$ cat src/rtl/keypad_scan_ctrl.sv
// Column-scan sequencer for a 5x4 active-low matrix keypad.
// Debounces press and release, latches the key code and flags it until read.
module keypad_scan_ctrl #(
  parameter int SCAN_DIV     = 4,
  parameter int DEBOUNCE_CNT = 3
) (
  input  logic       clk,
  input  logic       rst,
  input  logic       readn,
  input  logic [3:0] Key_y,
  output logic [4:0] Key_x,
  output logic [4:0] Key_out,
  output logic       Key_ready,
  output logic       key_held,
  output logic       overrun
);

  localparam int DW = $clog2(SCAN_DIV);
  localparam int CW = $clog2(DEBOUNCE_CNT + 1);

  typedef enum logic [1:0] {
    SCAN,
    DEBOUNCE,
    HELD
  } state_e;

  state_e          state_q, state_d;
  logic [2:0]      col_q, col_d;
  logic [1:0]      row_q, row_d;
  logic [CW-1:0]   cnt_q, cnt_d;
  logic [DW-1:0]   dwell_q;
  logic [3:0]      ysync1_q, ysync2_q;
  logic [4:0]      kout_q, kout_d;
  logic            ready_q, ready_d;
  logic            held_q, held_d;
  logic            ovr_q, ovr_d;

  logic            sample;
  logic            row_low;
  logic            cnt_done;
  logic            latch;
  logic [2:0]      col_nxt;
  logic [1:0]      low_row;
  logic [CW-1:0]   cnt_inc;

  assign sample   = (dwell_q == DW'(SCAN_DIV - 1));
  assign row_low  = ~ysync2_q[row_q];
  assign cnt_done = (cnt_q >= CW'(DEBOUNCE_CNT - 1));
  assign cnt_inc  = (cnt_q == CW'(DEBOUNCE_CNT)) ?
                    cnt_q : cnt_q + 1'b1;
  assign col_nxt  = (col_q == 3'd4) ? 3'd0 : col_q + 3'd1;

  // Lowest-index low row wins when several are pressed
  always_comb begin
    low_row = 2'd3;
    priority case (1'b1)
      !ysync2_q[0]: low_row = 2'd0;
      !ysync2_q[1]: low_row = 2'd1;
      !ysync2_q[2]: low_row = 2'd2;
      default:      low_row = 2'd3;
    endcase
  end

  always_comb begin
    state_d = state_q;
    col_d   = col_q;
    row_d   = row_q;
    cnt_d   = cnt_q;
    held_d  = held_q;
    latch   = 1'b0;
    unique case (state_q)
      SCAN: begin
        if (sample) begin
          if (ysync2_q == 4'hF) begin
            col_d = col_nxt;
          end else begin
            row_d   = low_row;
            cnt_d   = '0;
            state_d = DEBOUNCE;
          end
        end
      end
      DEBOUNCE: begin
        if (sample) begin
          if (!row_low) begin
            col_d   = col_nxt;
            state_d = SCAN;
          end else if (cnt_done) begin
            latch   = 1'b1;
            held_d  = 1'b1;
            cnt_d   = '0;
            state_d = HELD;
          end else begin
            cnt_d = cnt_inc;
          end
        end
      end
      HELD: begin
        if (sample) begin
          if (row_low) begin
            cnt_d = '0;
          end else if (cnt_done) begin
            held_d  = 1'b0;
            col_d   = col_nxt;
            state_d = SCAN;
          end else begin
            cnt_d = cnt_inc;
          end
        end
      end
      default: state_d = SCAN;
    endcase
  end

  // A fresh code beats a same-cycle acknowledge
  always_comb begin
    kout_d  = latch ? {col_q, row_q} : kout_q;
    ready_d = latch ? 1'b1 : (!readn ? 1'b0 : ready_q);
    ovr_d   = !readn ? 1'b0 :
              ((latch && ready_q) ? 1'b1 : ovr_q);
  end

  always_ff @(posedge clk or posedge rst) begin
    if (rst) begin
      state_q  <= SCAN;
      col_q    <= '0;
      row_q    <= '0;
      cnt_q    <= '0;
      dwell_q  <= '0;
      ysync1_q <= 4'hF;
      ysync2_q <= 4'hF;
      kout_q   <= '0;
      ready_q  <= 1'b0;
      held_q   <= 1'b0;
      ovr_q    <= 1'b0;
    end else begin
      state_q  <= state_d;
      col_q    <= col_d;
      row_q    <= row_d;
      cnt_q    <= cnt_d;
      dwell_q  <= sample ? '0 : dwell_q + 1'b1;
      ysync1_q <= Key_y;
      ysync2_q <= ysync1_q;
      kout_q   <= kout_d;
      ready_q  <= ready_d;
      held_q   <= held_d;
      ovr_q    <= ovr_d;
    end
  end

  assign Key_x     = ~(5'b00001 << col_q);
  assign Key_out   = kout_q;
  assign Key_ready = ready_q;
  assign key_held  = held_q;
  assign overrun   = ovr_q;

endmodule

$ cat config.mk
export PLATFORM = sky130hd
export DESIGN_NAME = keypad_scan_ctrl
export DESIGN_NICKNAME = d
export VERILOG_FILES = /design/src/rtl/keypad_scan_ctrl.sv
export SDC_FILE = /design/constraint.sdc
export NUM_CORES = 1
export LEC_CHECK = 0
export ABC_AREA = 0
export BUFFER_PORTS_ARGS = -buffer_cell sky130_fd_sc_hd__buf_2
export CORE_UTILIZATION = 40
export DETAILED_ROUTE_END_ITERATION = 10
export SLEW_MARGIN = 25
export SYNTH_ARGS = -nofsm -noshare
export SYNTH_HDL_FRONTEND = slang
export SYNTH_SLANG_ARGS = --single-unit
$ cat constraint.sdc
create_clock -name clk -period 3.5 [get_ports clk]
set_clock_uncertainty 0.15 [all_clocks]
set_input_delay 0.525 -clock clk [delete_from_list [all_inputs] [get_ports clk]]
set_output_delay 0.525 -clock clk [all_outputs]
set_load 0.01 [all_outputs]
==> impl_metrics.ini <==
[run_status]
status = completed

[clocking]
ctsHoldBuffers = 0
clk_latency_ns = 0.30
cts-root-buf = clkbuf_4
clk_pin_slew_ns = 0.13
cts_buffers = 3
clock_sinks = 27
htreeDepth = 1
post_cts_resized = 0
clockBufferDepth = 2
post_cts_buffers = 0
cts_tree = yes

[placement]
port_buffers = 19
pre_cts_ws_ns = 1.35
gp_congestion = 0.945
dpl_cell_area_mm2 = 0.00143
place_hpwl_um = 1520
place_inst = 168

[power_and_ir_drop]
p_per_area_mw_per_mm2 = 644
vdd_ir_drop_max_mv = 0.244
p_leak_nw = 0.713
total_power_mw = 0.936

[floorplan]
core_area_mm2 = 0.00305
initial_core_util_pct = 42.1
die_w_um = 58.7
dieHeight_um = 58.7
rows = 20
io_pins = 20
dieArea_mm2 = 0.00344

[finish]
num_antenna_cells = 0
finalNonFillerCells = 172
final_cell_area_mm2 = 0.00145
nets = 146
drive_above_1_share_pct = 33.6
area_delta_synth_final_pct = 13.0

[synth]
synthesis.area_mm2 = 0.00128
synthFlopType = dfrtp_1
yosysTopAreaCellShare_pct = 37.0
synthCells = 107
synth_area_leaders = dfrtp_1 (37%), dfstp_2 (16%), ha_1 (9.7%), mux2_2 (6.1%), inv_1 (3.5%)
async_flop_share_pct = 100
synth_largest_area_cell = dfrtp_1
ys_ff_latch = 27
synth_common_cells = dfrtp_1 (19), inv_1 (12), ha_1 (10)
syn_area_per_cell_um2 = 12.0
ys_types = 34
synthMostInstantiatedCell = dfrtp_1
synth.net_count = 124
yosysSeqAreaShare_pct = 53.4
synth_warnings = 0
synth_edf_count = 0

[routing]
drc = 0
drt_wl_total_um = 2020
viasPerCell = 4.99
ant_nets = 0
firstDrtPassIters = 4
vias = 858
first_iter_violations = 26
wire_per_inst_um = 11.7

[worst_setup_path]
path_delay_family = compound AO/OA/AOI/OAI gates
critPathKind = reg2reg
cp_max_fo = 10
start_kind = flop
critPathBufInv = 1
cp_slowest_stage_delay_ns = 0.47
worst_ep_arrival_time_ns = 2.26
end_kind = flop
critical_path.cell_chain = inv_1 > ha_1 > nor2_1 > a22oi_1 > a2111o_1 > mux2_2
cp_slowest_cell = a2111o_1
worstPathRequired_ns = 3.55

[global_routing]
grt_start_max_net_pins = 28
grt_pass1_wl_um = 3480
grt_pass1_vias = 790
antenna_found_initial = 0
grt_usage_pct = 13.0
grt_remaining_overflow = 0

[timing]
hold_violations = 0
slew_violations = 0
max_freq_mhz = 454
relSlewSlack_pct = 63.9
timing.final.ws_setup_ns = 1.30
period_share_pct = 62.9
tightestPinTransition_ns = 0.541
rsz0062_at_grt = false
finalSetupViolations = 0
fin_setup_tns_ns = 0
period_minus_slack_ns = 2.20

[worst_hold_path]
hold_path_class = in2async

[flow_run]
drv_cap = 0
## sequential cells by signal, indices dropped and copies added (netlist names)
name       count
overrun        1
ysync1_q       4
ysync2_q       4
row_q          2
Key_ready      1
key_held       1
col_q          3
cnt_q          2
state_q        2
dwell_q        2
Key_out        5
## where the power goes
part           switching (mW)  internal, mW
Sequential             0.0580         0.377
Combinational           0.208         0.169
Clock                  0.0798        0.0444
## stage by stage
step,utilization [%],hold WS (ns)
after floorplan,-,0.195
after global placement,46.7,0.196
after detailed placement,46.7,0.197
after CTS,47.6,0.140
after global routing,47.6,0.119
final,47.6,0.0911
## area by class of cell
| cell class | instances | area, µm² |
|---|---|---|
| Tap cell | 44 | 55.1 |
| Sequential cell | 27 | 686 |
| Fill cell | 293 | 1600 |
| Clock buffer | 4 | 26.3 |
| Inverter | 12 | 45.0 |
| Multi-Input combinational cell | 66 | 546 |
| Timing Repair Buffer | 19 | 95.1 |
## cell usage in the layout (no fill, tap or decap), types with 2 or more instances in the layout
| master | n |
|---|---|
| a21o_1 | 2 |
| a21oi_1 | 3 |
| buf_2 | 19 |
| clkbuf_4 | 3 |
| dfrtp_1 | 19 |
| dfstp_2 | 8 |
| ha_1 | 10 |
| inv_1 | 11 |
| mux2_2 | 7 |
| mux2i_1 | 2 |
| nand2_1 | 9 |
| nand3_1 | 2 |
| nor2_1 | 4 |
| o21a_1 | 2 |
| o21ai_0 | 6 |
## cells by family (layout without fill, tap and decap cells)
group,Yosys count,in the layout,share of synthesized area (%)
multiplexers,11,11,10.6
AO/OA/AOI/OAI,23,23,12.8
adder cells (fa/ha/maj),10,10,9.74
AND/OR/NAND/NOR,22,22,9.35
flip-flops,27,27,53.4
buffers and inverters,14,35,4.19
## final timing paths
path	startpoint	depth (start not counted)	to	slack, ns
worst max-delay path	state_q[1]	6	col_q[0]	1.30
worst min-delay path	rst	2	Key_out[0]	0.09
max in group asynchronous	rst	2	ysync2_q[2]	2.74
worst min register to register	ysync1_q[3]	0	ysync2_q[3]	0.22
worst max register to register	state_q[1]	6	col_q[0]	1.30
min in group clk	Key_y[2]	1	ysync1_q[2]	0.15
## metal layers
layer	track usage, %	vias to the layer above	part of all wire (%)
met5	0	-	0
met4	3.06	0	0.50
met3	3.08	2	4.1
met2	20.0	24	46
met1	18.8	416	50
li1	-	416	-
No activity file was read; power rests on OpenSTA's default activity.
